[config.mk]
export PLATFORM = sky130hd
export DESIGN_NAME = fault_latch_ctrl
export DESIGN_NICKNAME = d
export VERILOG_FILES = /design/src/rtl/fault_latch_ctrl.sv
export SDC_FILE = /design/constraint.sdc
export NUM_CORES = 1
export LEC_CHECK = 0
export CAP_MARGIN = 20
export CORE_AREA = 3 3 75 77
export CTS_CLUSTER_DIAMETER = 50
export DETAILED_ROUTE_END_ITERATION = 10
export DIE_AREA = 0 0 78 80
export GPL_ROUTABILITY_DRIVEN = 1
export PLACE_DENSITY = 0.72
export SYNTH_ARGS = -nofsm -noshare
export SYNTH_HDL_FRONTEND = slang
export SYNTH_SLANG_ARGS = --single-unit
[constraint.sdc]
create_clock -name clk -period 1.9 [get_ports clk]
set_clock_uncertainty 0.1 [all_clocks]
set_input_delay 0.38 -clock clk [delete_from_list [all_inputs] [get_ports clk]]
set_output_delay 0.38 -clock clk [all_outputs]
set_load 0.02 [all_outputs]
[src/rtl/fault_latch_ctrl.sv]
// Protection fault manager: latches the first-fault snapshot, holds PWM off for a
// minimum time, re-enables on a DSP clear handshake, and locks out after repeated trips.
module fault_latch_ctrl #(
    parameter int unsigned N_FLT     = 4,
    parameter int unsigned HOLD_CYC  = 1000,
    parameter int unsigned MAX_RETRY = 3,
    parameter int unsigned CLEAN_CYC = 4096
) (
    input  logic             clk,
    input  logic             Rst_n,
    input  logic [N_FLT-1:0] Flt_n,
    input  logic             Clr_req,
    output logic             Pwm_en,
    output logic             Clr_ack,
    output logic [N_FLT-1:0] Flt_code,
    output logic             Flt_any,
    output logic             Lockout,
    output logic [3:0]       Trip_cnt
);

    typedef enum logic [1:0] {
        RUN,
        HOLD,
        WAIT_CLR,
        LOCK
    } state_t;

    localparam logic [15:0] HOLD_LAST = 16'(HOLD_CYC - 1);
    localparam logic [15:0] CLEAN_LIM = 16'(CLEAN_CYC);
    localparam logic [3:0]  RETRY_LIM = 4'(MAX_RETRY);

    state_t           state, state_nx;
    logic [15:0]      hold_cnt, hold_cnt_nx;
    logic [15:0]      clean_cnt, clean_cnt_nx;
    logic [3:0]       trip_cnt_nx;
    logic [N_FLT-1:0] code_nx;
    logic             pwm_nx, ack_nx;
    logic             s1, s2, s3;
    logic             clr_edge;
    logic             fault_any;

    assign clr_edge  = s2 & ~s3;
    assign fault_any = ~&Flt_n;
    assign Flt_any   = (state != RUN);
    assign Lockout   = (state == LOCK);

    // Synchroniser resets high so a request already held at reset is not an edge.
    always_ff @(posedge clk) begin
        if (!Rst_n) begin
            s1 <= 1'b1;
            s2 <= 1'b1;
            s3 <= 1'b1;
        end else begin
            s1 <= Clr_req;
            s2 <= s1;
            s3 <= s2;
        end
    end

    always_ff @(posedge clk) begin
        if (!Rst_n) begin
            state     <= RUN;
            hold_cnt  <= '0;
            clean_cnt <= '0;
            Trip_cnt  <= '0;
            Flt_code  <= '0;
            Pwm_en    <= 1'b1;
            Clr_ack   <= 1'b0;
        end else begin
            state     <= state_nx;
            hold_cnt  <= hold_cnt_nx;
            clean_cnt <= clean_cnt_nx;
            Trip_cnt  <= trip_cnt_nx;
            Flt_code  <= code_nx;
            Pwm_en    <= pwm_nx;
            Clr_ack   <= ack_nx;
        end
    end

    always_comb begin
        state_nx     = state;
        hold_cnt_nx  = hold_cnt;
        clean_cnt_nx = clean_cnt;
        trip_cnt_nx  = Trip_cnt;
        code_nx      = Flt_code;
        ack_nx       = 1'b0;

        case (state)
            RUN: begin
                // A trip takes priority over the clean window expiring on the same edge.
                if (fault_any) begin
                    state_nx     = HOLD;
                    code_nx      = ~Flt_n;
                    trip_cnt_nx  = (Trip_cnt == 4'hF) ? Trip_cnt : Trip_cnt + 4'd1;
                    hold_cnt_nx  = '0;
                    clean_cnt_nx = '0;
                end else begin
                    if (clean_cnt != CLEAN_LIM) begin
                        clean_cnt_nx = clean_cnt + 16'd1;
                    end
                    if (clean_cnt_nx == CLEAN_LIM) begin
                        trip_cnt_nx = '0;
                    end
                end
            end
            HOLD: begin
                if (hold_cnt == HOLD_LAST) begin
                    state_nx = (Trip_cnt >= RETRY_LIM) ? LOCK : WAIT_CLR;
                end else begin
                    hold_cnt_nx = hold_cnt + 16'd1;
                end
            end
            WAIT_CLR: begin
                if (clr_edge && !fault_any) begin
                    state_nx     = RUN;
                    ack_nx       = 1'b1;
                    code_nx      = '0;
                    clean_cnt_nx = '0;
                end
            end
            LOCK: begin
                state_nx = LOCK;
            end
            default: begin
                state_nx = RUN;
            end
        endcase

        pwm_nx = (state_nx == RUN);
    end

endmodule

**Word-level counts from Yosys, hierarchy flattened**

Cells that the tools add are included.

- Bits in registers: 47
- Input bits: 7
- Output and inout bits: 12
- Word-level logic and storage cells: 62

- Add/subtract/negate cells: 3
- Mux-type cells: 21
- Eq/ne operators: 12
- Bitwise gates (word level): 3
- Reduce and logical (&&, ||, !) cells: 12
- $lt $le $gt $ge: 1

Operators by type and width:

| operator | count |
|---|---|
| 2-to-1 mux 16 bit | 7 |
| one-hot mux 16 bit (2 select lines) | 2 |
| adder 16 x 1 -> 16 bit (second input constant) | 2 |
| 2-to-1 mux 4 bit | 5 |
| == test 16 x 10 -> 1 bit (second input constant) | 1 |
| == test 16 x 13 -> 1 bit (second input constant) | 1 |
| inequality test 16 x 13 -> 1 bit (second input constant) | 1 |
| AND reduction 3 bit | 3 |
| inequality test 2 bit (second input constant) | 4 |
| one-hot mux 2 bit (4 select lines) | 1 |
| one-hot mux 4 bit (2 select lines) | 1 |
| 2-to-1 mux 2 bit | 3 |
| nonzero test 2 bit | 3 |
| adder 4 x 1 -> 4 bit (second input constant) | 1 |
| == test 2 bit (second input constant) | 2 |
| == test 4 bit (second input constant) | 1 |
| greater-or-equal comparator 4 x 2 -> 1 bit (second input constant) | 1 |
| zero test 2 bit | 2 |
| NOT 4 bit | 1 |
| AND reduction 2 bit | 2 |
| AND reduction 4 bit | 1 |
| == test 2 x 1 -> 1 bit (second input constant) | 1 |
| 2-to-1 mux 1 bit | 2 |
| inequality test 2 x 1 -> 1 bit (second input constant) | 1 |
| 3 further kinds | 3 |

**Longest topological paths before layout**

- Depth in word-level cells: 7
- Depth in mapped cells: 10
- Depth with buffers taken out: 8

**Least setup slack after synthesis**

Ideal clock, no wire load.

- Path kind: register -> register
- Start point: register clean_cnt[0]
- End point: register Trip_cnt[0]
- Required time: 1.728 ns
- Path buffers: 3
- Stages on the path, launching flop included: 11
- Arrival time: 1.936 ns
- Slack: -0.207 ns
- Library setup time: 0.072 ns
- Clock period less this slack: 2.107 ns
- Cell sequence: dfxtp_1 ha_1 buf_6 and3_1 buf_6 and4_4 buf_6 nor3b_4 o221ai_2 o21ai_2 mux2i_1

- Cells in the longest elaborated chain, start to end: 7
- Elaborated cells on any way between the ends: 8
- Those cells by class: add/sub: 1; eq/ne: 3; mux: 3; reduce/logical: 1

RTL lines:

| item | RTL line | RTL |
|---|---|---|
| start, declared | 34 | `logic [15:0] clean_cnt, clean_cnt_nx;` |
| start signal, assigned | 72 | `clean_cnt <= clean_cnt_nx;` |
| adder 16 x 1 -> 16 bit or inequality test 16 x 13 -> 1 bit (tied branches) | 99, 98 |  |
| 2-to-1 mux 16 bit * | 98 | `if (clean_cnt != CLEAN_LIM) begin` |
| 2-to-1 mux 16 bit * | 91 | `if (fault_any) begin` |
| 2-to-1 mux 16 bit * | 88 | `case (state)` |
| == test 16 x 13 -> 1 bit * | 101 | `if (clean_cnt_nx == CLEAN_LIM) begin` |
| inequality test 2 x 1 -> 1 bit (no line) * | - |  |
| AND reduction 3 bit (no line) * | - |  |
| end signal, assigned | 73 | `Trip_cnt <= trip_cnt_nx;` |
| end, declared | 18 | `output logic [3:0] Trip_cnt` |

Mark *: on every way between the ends. The rest lies on a longest branch, timed or not. The select of a mux whose other input is x is not followed.
A chain may end at the register's enable or synchronous reset.

**Final worst setup path**

- Start point: register clean_cnt[1]
- End point: register Trip_cnt[1]

The elaborated chain is that of the path after synthesis.

==> flow_metrics.py <==
metrics = {
    "final_layout": {
        "final_nets": 380,
        "final_cells": 439,
        "fillers": 405,
        "area_growth_pct": 36.9,
        "layout-drive-gt1-share_pct": 30.1,
        "diodes": 0,
    },
    "placed_design": {
        "place_ws_ns": -0.380,
        "place_inst": 428,
        "place_congestion": 0.852,
        "hpwl_mm": 4.20,
        "port-buffer-count": 18,
    },
    "timing": {
        "fin_crit_sh_pct": 106,
        "hold_viol_final": 0,
        "period_minus_slack_ns": 2.01,
        "worst_pin_slew_ns": 0.354,
        "max_freq_ghz": 0.498,
        "maxSlewHeadroom_pct": 76.3,
        "worst_slack_ns": -0.106,
        "finalSetupViolations": 3,
        "rsz0062_at_grt": "yes",
        "slew_viol_final": 0,
    },
    "power_and_ir_drop": {
        "powerDensity_nw_per_um2": 524,
        "ir_drop_mv": 0.426,
        "power_uw": 1840,
        "p_leak_uw": 0.00138,
    },
    "global_route": {
        "grt.total_usage_pct": 20.1,
        "grt_pass1_wl_mm": 10.3,
        "grt_max_degree": 17,
        "grt_pass1_vias": 2305,
        "gr-total-overflow": 0,
        "antenna_found_initial": 0,
    },
    "floorplan": {
        "die_h_um": 80,
        "die-area_um2": 6240,
        "pin_count": 19,
        "core_um2": 5070,
        "initial_utilization_pct": 50.4,
        "num_rows": 26,
        "die_w_um": 78,
    },
    "route": {
        "drt-wirelength-per-cell_um": 14.4,
        "via_count": 2440,
        "wirelength_mm": 6.31,
        "first_iter_violations": 174,
        "firstDrtPassIters": 4,
        "ant_nets": 0,
        "viasPerCell": 5.56,
        "route.detailed.drc": 0,
    },
    "worst_setup_path": {
        "max_stage_delay_ns": 0.37,
        "arrival_ns": 2.13,
        "crit_path_end": "Trip_cnt[1]",
        "r2r_setup_slack_ns": -0.11,
        "r2r_cells": 8,
        "crit_buf_inv": 1,
        "required_ns": 2.02,
        "path_cells": "ha_4, a2111oi_4, a31oi_1, o21ai_1, buf_4, o2111ai_4, o21ai_2, mux2i_1",
        "end_kind": "register",
        "start_kind": "register",
        "crit_fanout": 3,
        "cp_top_family": "compound AO/OA/AOI/OAI gates",
        "r2r_end": "Trip_cnt[1]",
        "rr_startpoint": "clean_cnt[1]",
        "startpoint": "clean_cnt[1]",
        "critPathSlowestCell": "dfxtp_4",
        "crit_cells": 8,
        "path_class": "reg -> reg",
    },
    "clock_network": {
        "ctsHoldBuffers": 0,
        "clockBufferDepth": 2,
        "clock-sinks": 47,
        "cts_tree": "yes",
        "clkLatencyLatePin_ns": 0.30,
        "cts-root-buf": "clkbuf_8",
        "h-tree-depth": 2,
        "clkTransAtPathRegs_ns": 0.09,
        "cts_buffers": 5,
    },
    "synth": {
        "synth_cell_types": 52,
        "ys_warn_count": 0,
        "synth_compound_area_share_pct": 16.4,
        "async_reset_ff_share_pct": 0,
        "synth-xor-area-share_pct": 6.16,
        "synth_area_um2": 2560,
        "synthMuxAreaShare_pct": 2.00,
        "ys_seq_area_share_pct": 36.8,
        "avgSynthCellArea_um2": 8.37,
        "synth-adder-area-share_pct": 1.96,
        "synthSimpleGateAreaFrac_pct": 31.4,
        "synth_ff_type": "dfxtp_1",
        "synth_top_cells_by_count": "47 x dfxtp_1, 31 x nor2_1, 28 x nand2_1",
        "synth.most_common_cell": "dfxtp_1",
        "synth_top_cell_area_share_pct": 36.8,
        "ys_top_cells_by_area": "dfxtp_1 37%, o21ai_0 5.1%, nor2_1 4.5%",
        "yosysTopAreaCell": "dfxtp_1",
        "synth_top_family_by_area": "simple AND/OR/NAND/NOR gates",
        "syn_nets": 317,
        "syn_inst": 306,
        "ys_seq_elements": 47,
        "synth_edf_count": 0,
    },
    "status": {
        "violations": "setup timing",
        "status": "finished with violations",
    },
    "worst_hold_path": {
        "hp-class": "reg -> reg",
    },
    "run": {
        "cap_violations": 0,
    },
}
==> power by group <==
part           internal (uW)  switching (uW)
registers               1000            18.6
clock network            254             327
logic                    116             120
==> state kept, by name, summed over array words and instances (netlist names) <==
signal     count
Trip_cnt       4
Flt_code       4
s2             1
clean_cnt     16
Clr_ack        1
s3             1
hold_cnt      16
Pwm_en         1
s1             1
state          2
==> worst min path at each step <==
stage	cells past startpoint	from	to
floorplan	1	s1	s2
global placement	1	s1	s2
detailed placement	1	s1	s2
CTS	1	s1	s2
global route	1	s3	Clr_ack
finish	1	s1	s2
==> cells in the final DEF (no fill, tap or decap), types with 3 or more instances in the layout <==
cell / synthesis / routed
a21boi_0: 4 / 4
a21oi_1: 8 / 8
a31oi_1: 4 / 4
and2_1: 6 / 5
and3_1: 8 / 6
and3_4: 1 / 3
and4_1: 5 / 3
and4bb_2: 3 / 3
buf_4: 1 / 52
buf_6: 4 / 4
clkbuf_8: 0 / 5
clkdlybuf4s50_1: 0 / 11
dfxtp_1: 47 / 38
dfxtp_2: 0 / 4
dfxtp_4: 0 / 5
dlygate4sd2_1: 0 / 3
dlymetal6s2s_1: 0 / 4
inv_1: 6 / 6
mux2i_1: 4 / 4
nand2_1: 28 / 27
nand3_1: 12 / 12
nand4_1: 13 / 13
nor2_1: 31 / 30
nor2b_1: 6 / 5
nor3_1: 3 / 3
nor4_1: 7 / 5
nor4_4: 0 / 3
o21ai_0: 26 / 23
o21ai_1: 3 / 6
o31ai_1: 6 / 5
xnor2_1: 9 / 7
xor2_1: 9 / 9
==> kinds of logic after synthesis <==
| kind of cell | Yosys count |
|---|---|
| AOI/OAI and AO/OA | 65 |
| xor gates and xnor gates | 18 |
| adders and majority gates | 4 |
| buffers and inverters | 26 |
| muxes | 5 |
| DFF | 47 |
| and+or+nand+nor | 141 |
==> stage by stage <==
stage	utilization, %	instance area [um2]	TNS (ns)	hold WS, ns
5_1_grt	69.1	3500	-0.794	0.337
3_5_place_dp	62.5	3170	-9.75	0.304
2_1_floorplan	-	2590	-0.161	0.286
4_1_cts	64.5	3280	-0.378	0.328
3_3_place_gp	62.5	3170	-7.70	0.293
6_report	69.1	3500	-0.199	0.322
==> final cells by class <==
cell class / count / area [um2] / area share, %
Tap cell: 70 / 87.6 / 2.50
Sequential cell: 47 / 965 / 27.5
Inverter: 6 / 22.5 / 0.643
Multi-Input combinational cell: 233 / 1690 / 48.3
Timing Repair Buffer: 76 / 662 / 18.9
Clock buffer: 7 / 76.3 / 2.18
==> layer usage <==
metal	global-route usage [%]	routed length (um)
met1	26.1	2920
met2	34.0	3040
met3	3.27	261
met4	6.47	80
met5	0	0
==> repair_timing <==
action / CTS / global route
buffers inserted: 0 / 4
endpoints found under the setup margin: 9 / 33
pin swaps: 6 / 15
gates resized for setup: 10 / 45
Note: power is estimated with default switching activity, not from simulation.
